===== src/rtl/data_mem_lsu_pkg.sv =====
// rtl/data_mem_lsu_pkg.sv - shared state encoding, size masks and response codes for the data memory LSU
package data_mem_lsu_pkg;

    typedef enum logic [2:0] {
        ST_IDLE,
        ST_ISSUE,
        ST_SETTLE,
        ST_WAIT,
        ST_RESP
    } lsu_state_t;

    // bit3 = sign-extend, bits[2:0] = byte/half/word width select for data_mem
    localparam logic [3:0] MASK_LB  = 4'b1001;
    localparam logic [3:0] MASK_LH  = 4'b1011;
    localparam logic [3:0] MASK_LW  = 4'b0111;
    localparam logic [3:0] MASK_LBU = 4'b0001;
    localparam logic [3:0] MASK_LHU = 4'b0011;

    localparam logic [3:0] MASK_SB  = 4'b0001;
    localparam logic [3:0] MASK_SH  = 4'b0011;
    localparam logic [3:0] MASK_SW  = 4'b0111;

    localparam logic [1:0] ERR_OK         = 2'b00;
    localparam logic [1:0] ERR_MISALIGNED = 2'b01;
    localparam logic [1:0] ERR_ILLEGAL    = 2'b10;
    localparam logic [1:0] ERR_TIMEOUT    = 2'b11;

endpackage


===== src/rtl/lsu_size_decode.sv =====
// rtl/lsu_size_decode.sv - funct3/direction/address decode into data_mem mask and error flags
module lsu_size_decode
    import data_mem_lsu_pkg::*;
(
    input  logic [2:0] funct3,
    input  logic       write,
    input  logic [1:0] addr_lo,
    output logic [3:0] mask,
    output logic       illegal,
    output logic       misaligned
);

    // misaligned is reported raw; the caller gives illegal priority
    always_comb begin
        mask       = 4'b0000;
        illegal    = 1'b0;
        misaligned = 1'b0;
        if (write) begin
            case (funct3)
                3'b000:  mask = MASK_SB;
                3'b001:  begin mask = MASK_SH; misaligned = addr_lo[0]; end
                3'b010:  begin mask = MASK_SW; misaligned = |addr_lo;   end
                default: illegal = 1'b1;
            endcase
        end else begin
            case (funct3)
                3'b000:  mask = MASK_LB;
                3'b001:  begin mask = MASK_LH;  misaligned = addr_lo[0]; end
                3'b010:  begin mask = MASK_LW;  misaligned = |addr_lo;   end
                3'b100:  mask = MASK_LBU;
                3'b101:  begin mask = MASK_LHU; misaligned = addr_lo[0]; end
                default: illegal = 1'b1;
            endcase
        end
    end

endmodule


===== src/rtl/data_mem_lsu.sv =====
// rtl/data_mem_lsu.sv - single-outstanding load/store unit sequencing accesses to data_mem
module data_mem_lsu
    import data_mem_lsu_pkg::*;
#(
    parameter int STALL_TIMEOUT = 64
) (
    input  logic        clk,
    input  logic        reset,
    input  logic        req_valid,
    output logic        req_ready,
    input  logic        req_write,
    input  logic [2:0]  req_funct3,
    input  logic [31:0] req_addr,
    input  logic [31:0] req_wdata,
    output logic        resp_valid,
    output logic [31:0] resp_rdata,
    output logic [1:0]  resp_err,
    output logic [31:0] mem_addr,
    output logic [31:0] mem_write_data,
    output logic        mem_memread,
    output logic        mem_memwrite,
    output logic [3:0]  mem_sign_mask,
    input  logic [31:0] mem_read_data,
    input  logic        mem_clk_stall
);

    localparam int CNT_W = $clog2(STALL_TIMEOUT + 1);

    lsu_state_t       state;
    logic [CNT_W-1:0] wait_cnt;
    logic             is_write;
    logic [3:0]       dec_mask;
    logic             dec_illegal;
    logic             dec_misaligned;

    lsu_size_decode u_size_decode (
        .funct3     (req_funct3),
        .write      (req_write),
        .addr_lo    (req_addr[1:0]),
        .mask       (dec_mask),
        .illegal    (dec_illegal),
        .misaligned (dec_misaligned)
    );

    assign req_ready = (state == ST_IDLE) && !reset;

    always_ff @(posedge clk) begin
        if (reset) begin
            state          <= ST_IDLE;
            wait_cnt       <= '0;
            is_write       <= 1'b0;
            resp_valid     <= 1'b0;
            resp_rdata     <= '0;
            resp_err       <= ERR_OK;
            mem_addr       <= '0;
            mem_write_data <= '0;
            mem_memread    <= 1'b0;
            mem_memwrite   <= 1'b0;
            mem_sign_mask  <= '0;
        end else begin
            resp_valid   <= 1'b0;
            mem_memread  <= 1'b0;
            mem_memwrite <= 1'b0;
            case (state)
                ST_IDLE: begin
                    if (req_valid) begin
                        is_write <= req_write;
                        if (dec_illegal || dec_misaligned) begin
                            resp_valid <= 1'b1;
                            resp_rdata <= '0;
                            resp_err   <= dec_illegal ? ERR_ILLEGAL : ERR_MISALIGNED;
                            state      <= ST_RESP;
                        end else begin
                            mem_addr       <= req_addr;
                            mem_write_data <= req_wdata;
                            mem_sign_mask  <= dec_mask;
                            mem_memread    <= !req_write;
                            mem_memwrite   <= req_write;
                            state          <= ST_ISSUE;
                        end
                    end
                end
                ST_ISSUE: state <= ST_SETTLE;
                ST_SETTLE: begin
                    // data_mem may not have raised clk_stall yet, so it is not looked at here
                    wait_cnt <= '0;
                    state    <= ST_WAIT;
                end
                ST_WAIT: begin
                    if (!mem_clk_stall || (wait_cnt == CNT_W'(STALL_TIMEOUT - 1))) begin
                        resp_valid     <= 1'b1;
                        resp_err       <= mem_clk_stall ? ERR_TIMEOUT : ERR_OK;
                        resp_rdata     <= (mem_clk_stall || is_write) ? 32'd0 : mem_read_data;
                        mem_addr       <= '0;
                        mem_write_data <= '0;
                        mem_sign_mask  <= '0;
                        state          <= ST_RESP;
                    end else begin
                        wait_cnt <= wait_cnt + 1'b1;
                    end
                end
                ST_RESP: begin
                    resp_rdata <= '0;
                    resp_err   <= ERR_OK;
                    state      <= ST_IDLE;
                end
                default: state <= ST_IDLE;
            endcase
        end
    end

endmodule


===== config.mk =====
export PLATFORM = sky130hd
export DESIGN_NAME = data_mem_lsu
export DESIGN_NICKNAME = d
export VERILOG_FILES = /design/src/rtl/data_mem_lsu_pkg.sv /design/src/rtl/lsu_size_decode.sv /design/src/rtl/data_mem_lsu.sv
export SDC_FILE = /design/constraint.sdc
export NUM_CORES = 1
export LEC_CHECK = 0
export ABC_AREA = 0
export BUFFER_PORTS_ARGS = -buffer_cell sky130_fd_sc_hd__buf_4
export CAP_MARGIN = 10
export CORE_UTILIZATION = 47
export CTS_CLUSTER_DIAMETER = 100
export DETAILED_ROUTE_END_ITERATION = 7
export GPL_TIMING_DRIVEN = 0
export PLACE_DENSITY = 0.87
export SETUP_SLACK_MARGIN = 0.05
export SKIP_LAST_GASP = 1
export SYNTH_ARGS = -nofsm -noshare
export SYNTH_HDL_FRONTEND = slang
export SYNTH_SLANG_ARGS = --single-unit

===== constraint.sdc =====
create_clock -name clk -period 4.18 [get_ports clk]
set_input_delay 1.045 -clock clk [delete_from_list [all_inputs] [get_ports clk]]
set_output_delay 1.045 -clock clk [all_outputs]
set_load 0.03 [all_outputs]

==> summary.txt, run 1 <==
Status
  • Outcome: complete, no violations

Worst setup path
  • Crit path required time: 3130 ps
  • Type of the worst setup path: primary input to primary output
  • Crit path DAT: 2190 ps
  • Capturing element type of the critical path: primary output
  • CP Launch Type: primary input
  • Crit Path Max Fanout: 10

Yosys
  • Synth Area in Simple Gates: between 6 and 7%
  • Sequential area share after synthesis: 59.8%
  • Syn Nets: 433
  • Multiplexer share of the synthesized area: less than 1%
  • Compound-gate portion of the synthesized area: 28.5%
  • Synth Instances: 328
  • Xor/xnor share of the synthesized area: 0%
  • Largest family of logic cells by synthesized area: compound AO/OA/AOI/OAI gates
  • Post-synthesis adder-cell area fraction: 0.322%
  • Mean Syn Cell Area: about 12 um2
  • Yosys warning total: 0
  • Flops & latches, synth: roughly 120
  • Synth cell types: 42
  • Synth Cell Area: between 3000 and 4000 um2

Cells and area
  • Layout cells sized above 1: between 40 and 50%
  • Antenna cells: 0
  • FF/Latch Area: roughly 2300 um2
  • Layout Nets: 661
  • Fillers: approximately 480
  • Area grow syn2layout: 59.2%
  • Area of the multi-input gates: 1400 um2
  • Non-filler instance count after layout: around 670

STA
  • Final setup viols: 0
  • Clock Skew: between 5 and 6 ps
  • Fmax achieved: 0.309 GHz
  • Pins over their slew limit: 0
  • Final setup TNS: 0 ps
  • Min Tclk post-route: 3230 ps
  • Slew margin rel.: 33.3%
  • RSZ-0062 raised after global routing: false
  • Final Hold Viols: 0
  • Slew @ Worst Pin: 991 ps
  • Period utilisation layout: 77.4%

Detailed routing
  • Detailed Routing Iterations Pass 1: 4
  • Routed via count: 3,813
  • Routed Antenna Nets: 0
  • Wirelength per Cell: 19.3 um
  • DR vias/cell: 5.68
  • Drc violations: 0
  • Routed wire length: between 10,000 and 15,000 um
  • Initial DRC Count: approximately 180

Clocking
  • Clock Root Buffer: clkbuf_8
  • CTS sink cnt: between 100 and 150
  • Clk slew on worst S/H paths: 50 ps
  • CTS tree: done
  • Max Root-Sink Buffers: 2
  • CTS Hold Bufs: 0
  • H-tree depth: 4
  • CTS resizes: 0
  • Cts bufs inserted: 17
  • Clk_lat worst skew: 510 ps
  • Post-CTS setup repair buffer count: 0

Power
  • Max VDD drop: 0.314 mV
  • Pwr Total: 3.05 mW
  • Pwr/cell area: 493 nW/um2
  • P_leak: between 2 and 3 nW

Floorplanning
  • Boundary Pins: 210
  • Die area: between 8000 and 9000 um2
  • Die Y: 92.9 um
  • Core Box Area: 7850 um2
  • Initial Util: 49.5%
  • # rows: 32
  • Die X: slightly above 90 um

GRT
  • GRT overflow: 0
  • First-pass GRT wire length: slightly below 20,000 um
  • GRT Resource Usage Total: a little under a third
  • Largest net degree at the start of global routing: 17
  • Antenna violations before repair: 0
  • Vias in the first global route: 3,704

Placement
  • Dpl cells: 639
  • Dpl hpwl: roughly 8600 um
  • Gpl congestion: 0.845
  • Number of buffers inserted by port buffering: 209

Flow run
  • Max_cap viols: 0

Min path
  • Min-delay worst type: flop to flop
[cell families (layout without fill, tap and decap cells)]
group | count (synthesis) | count (layout)
buffers and inverters | 30 | 271
AND/OR/NAND/NOR | 45 | 45
multiplexers | 3 | 3
flip-flops | 116 | 116
AO/OA/AOI/OAI | 133 | 133
adder cells (fa/ha/maj) | 1 | 1
[through the flow]
step	instance area, um2	setup slack [ps]	utilization (%)	hold WS (ps)
2_1_floorplan	3880	1260	-	426
3_3_place_gp	5580	935	71.1	432
3_5_place_dp	5580	965	71.1	444
4_1_cts	6180	951	78.8	454
5_1_grt	6180	835	78.8	468
6_report	6180	946	78.8	453
[layer usage]
metal	up-vias	GRT usage [%]	share of wire (%)
met1	1843	33.0	37
met4	0	12.9	3.5
met2	199	53.7	52
met5	-	0	0
li1	1732	-	-
met3	39	9.52	7.6
[where the power goes]
group | switching (mW) | leakage [nW] | total (mW) | internal, mW
clock network | 0.531 | 0.289 | 1.46 | 0.930
logic | 0.228 | 1.70 | 0.408 | 0.180
registers | 0.0254 | 0.940 | 1.18 | 1.15
[cells in the mapped netlist, drive strengths merged]
master   count  area (um2)
a21boi       1        7.51
a21o         2        15.0
a21oi        8        40.0
a221o        1        10.0
a221oi       2        17.5
a22o        97         850
a31o         1        8.76
a31oi        2        18.8
a32o         2        20.0
and2         1        6.26
and3         1        6.26
and3b        2        17.5
buf         17         118
clkbuf       9        33.8
dfxtp      116        2320
ha           1        12.5
inv          4        15.0
mux2i        3        30.0
nand2        8        30.0
nand2b       1        6.26
nand3        6        30.0
nand3b       1        7.51
nand4b       1        8.76
nor2        10        40.0
nor3         3        15.0
nor3b        1        7.51
nor4         3        18.8
o2111ai      3        26.3
o211a        2        20.0
o211ai       1        7.51
o21a         1        7.51
o21ai        7        35.0
o31ai        2        15.0
o32ai        1        8.76
or3          5        31.3
or4          1        7.51
or4b         1        13.8
[worst max-delay path, stage by stage]
cell	delay [ps]
buf_4	90
clkbuf_1	370
clkbuf_1	400
nor2_1	100
buf_4	180
[layout make-up]
type	count	area share (%)
plain buffers	26	2.45
inverters	4	0.243
well taps	102	2.06
repair buffers	209	25.4
clock buffers	18	6.92
clock inverters	14	2.83
flip-flops and latches	116	37.5
multi-input cells	182	22.6
[cells in the final DEF, fill, tap and decap left out, drive strengths merged, types with 2 or more instances in the layout]
cell type / n
a21o: 2
a21oi: 8
a221oi: 2
a22o: 97
a31oi: 2
a32o: 2
and3b: 2
buf: 226
bufinv: 3
clkbuf: 27
clkinv: 4
clkinvlp: 3
dfxtp: 116
inv: 8
mux2i: 3
nand2: 8
nand3: 6
nor2: 10
nor3: 3
nor4: 3
o2111ai: 3
o211a: 2
o21ai: 7
o31ai: 2
or3: 5
[sequential cells by signal, summed over array words and instances, names as in the netlist]
signal,flops
is_write,1
mem_addr,32
mem_memread,1
mem_memwrite,1
mem_sign_mask,4
mem_write_data,32
resp_err,2
resp_rdata,32
resp_valid,1
state,3
wait_cnt,7
[path summary, 6_finish.rpt]
path,slack (ps),depth (start not counted),startpoint,to
worst max-delay path,950,5,reset,req_ready
worst min-delay path,450,1,wait_cnt[6],wait_cnt[6]
worst max register to register,1860,5,state[1],resp_rdata[28]
worst min register to register,450,1,wait_cnt[6],wait_cnt[6]
Note: power is estimated with default switching activity, not from simulation.
==> run 2: changes to the inputs <==
--- a/config.mk
+++ b/config.mk
@@ -8,11 +8,11 @@
 export ABC_AREA = 0
 export BUFFER_PORTS_ARGS = -buffer_cell sky130_fd_sc_hd__buf_4
 export CAP_MARGIN = 10
-export CORE_UTILIZATION = 47
+export CORE_UTILIZATION = 44
 export CTS_CLUSTER_DIAMETER = 100
 export DETAILED_ROUTE_END_ITERATION = 7
 export GPL_TIMING_DRIVEN = 0
-export PLACE_DENSITY = 0.87
+export PLACE_DENSITY = 0.82
 export SETUP_SLACK_MARGIN = 0.05
 export SKIP_LAST_GASP = 1
 export SYNTH_ARGS = -nofsm -noshare
==> constraint.sdc (replaced) <==
create_clock -name clk -period 3.1 [get_ports clk]
set_input_delay 0.775 -clock clk [delete_from_list [all_inputs] [get_ports clk]]
set_output_delay 0.775 -clock clk [all_outputs]
set_load 0.03 [all_outputs]
==> run 2 against run 1 <==
Sequential share of layout area is 0.25 points higher. Die area grew 6.7%. Global-route usage shrank 5.7 points. Sequential power up 35%. Non-clock buffer count did not move. Combinational power is 33% higher. Total power increased by 29%. Clock skew is 3.6 ps higher. Critical endpoint unchanged. Largest cell class unchanged. Highest routed layer unchanged.
==> summary.txt, run 2 (synthesized netlist as in run 1, its figures left out) <==
Power
  • Pwr Total: ~3.9 mW
  • Pwr/cell area: 641 nW/um2
  • Max VDD drop: 0.375 mV
  • P_leak: 2.90 nW

Clocking
  • CTS resizes: 0
  • Clock Root Buffer: clkbuf_8
  • CTS tree: done
  • CTS Hold Bufs: 0
  • CTS sink cnt: 116
  • Clk_lat worst skew: 500 ps
  • Max Root-Sink Buffers: 2
  • Clk slew on worst S/H paths: 50 ps
  • Post-CTS setup repair buffer count: 0
  • Cts bufs inserted: 17
  • H-tree depth: 4

GRT
  • Antenna violations before repair: 0
  • GRT overflow: 0
  • Vias in the first global route: 3,444
  • GRT Resource Usage Total: 24.6%
  • Largest net degree at the start of global routing: 17
  • First-pass GRT wire length: 16,800 um

Detailed routing
  • DR vias/cell: 5.37
  • Initial DRC Count: 121
  • Wirelength per Cell: 16.9 um
  • Detailed Routing Iterations Pass 1: 4
  • Routed Antenna Nets: 0
  • Routed via count: approximately 3,600
  • Drc violations: 0
  • Routed wire length: about 11,000 um

Cells and area
  • Commonest non-fill, non-tap cell in the layout: buf_4
  • Final Cell Area: between 6000 and 7000 um2
  • Area grow syn2layout: 58.1%
  • Layout cells sized above 1: 45.9%
  • Leading cell types in the layout, fill and taps excluded: 212 x buf_4, 116 x dfxtp_1, 97 x a22o_1, 16 x clkbuf_16, 11 x clkbuf_1
  • Layout Nets: 661
  • Biggest regs: mem_addr: 32 flops, mem_write_data: 32 flops, resp_rdata: 32 flops
  • Fillers: 580
  • Non-filler instance count after layout: 674
  • Antenna cells: 0
  • Final core occ: 73.3%

STA
  • Final setup TNS: 0 ps
  • Final Hold Slack: 448 ps
  • Final Hold Viols: 0
  • Slew margin rel.: 45.0%
  • Fmax achieved: ~0.37 GHz
  • Clock Skew: 9.41 ps
  • Final worst slack: 397 ps
  • Min Tclk post-route: approximately 2700 ps
  • Period utilisation layout: 87.2%
  • Final setup viols: 0
  • RSZ-0062 raised after global routing: false
  • Slew @ Worst Pin: 817 ps
  • Pins over their slew limit: 0

Placement
  • Pre-CTS WS: around 420 ps
  • Dpl cells: ~640
  • Number of buffers inserted by port buffering: 209
  • Placed cell areas: 5590 um2
  • Dpl hpwl: around 8300 um
  • Gpl congestion: 0.812

Floorplanning
  • Initial Util: 46.4%
  • Die Y: 96.0 um
  • Core Box Area: ~8400 um2
  • # rows: 33
  • Die X: 96.0 um
  • Boundary Pins: between 200 and 250
  • Die area: 9210 um2

Worst setup path
  • Crit path required time: 2320 ps
  • Crit path DAT: 1930 ps
  • Capturing element type of the critical path: primary output
  • Critical-path cell list: buf_4, clkbuf_1, clkbuf_1, nor2_1, buf_4
  • Type of the worst setup path: primary input to primary output
  • Crit Path Max Fanout: 10
  • CP Launch Type: primary input
  • CP peak stage delay: 410 ps
  • Cell at the slowest stage of the critical path: clkbuf_1

Min path
  • Min-delay worst type: flop to flop

Flow run
  • Max_cap viols: 0

Status
  • Outcome: complete, no violations
-- run 2: cell count changes in the layout (fill, tap and decap cells not counted), sizes merged --
cell      previous run  this run
clkinvlp             3         4
inv                  8         4
clkbuf              27        28
clkinv               4         7
bufinv               3         2
-- run 2: final cells by class --
class	count	area, um2	area share (%)
Inverter	4	15.0	0.244
Buffer	26	151	2.46
Sequential cell	116	2320	37.8
Clock buffer	19	422	6.86
Clock inverter	13	136	2.22
Timing Repair Buffer	209	1570	25.5
Multi-Input combinational cell	182	1400	22.7
Tap cell	105	131	2.14
-- run 2: final timing paths --
kind / startpoint / endpoint / slack [ps] / cells after the start
max: reset / req_ready / 400 / 5
max reg2reg: state[2] / resp_rdata[1] / 1010 / 5
min reg2reg: wait_cnt[6] / wait_cnt[6] / 450 / 1
min: wait_cnt[6] / wait_cnt[6] / 450 / 1
-- run 2: power breakdown --
part | switching, mW | internal, mW
Clock | 0.671 | 1.14
Sequential | 0.0319 | 1.55
Combinational | 0.301 | 0.243
-- run 2: worst max-delay path, delay by kind of cell --
family                 cells  cell delay [ps]
AND/OR/NAND/NOR            1              100
buffers and inverters      4             1050
-- run 2: per-layer routing --
metal	part of all wire [%]	GRT usage, %	routed length [um]	vias to the layer above
met5	0	0	0	-
met4	2.1	10.8	234	0
met3	6.7	7.82	769	16
met2	51	43.1	5780	157
met1	40	27.2	4620	1715
li1	-	-	-	1729
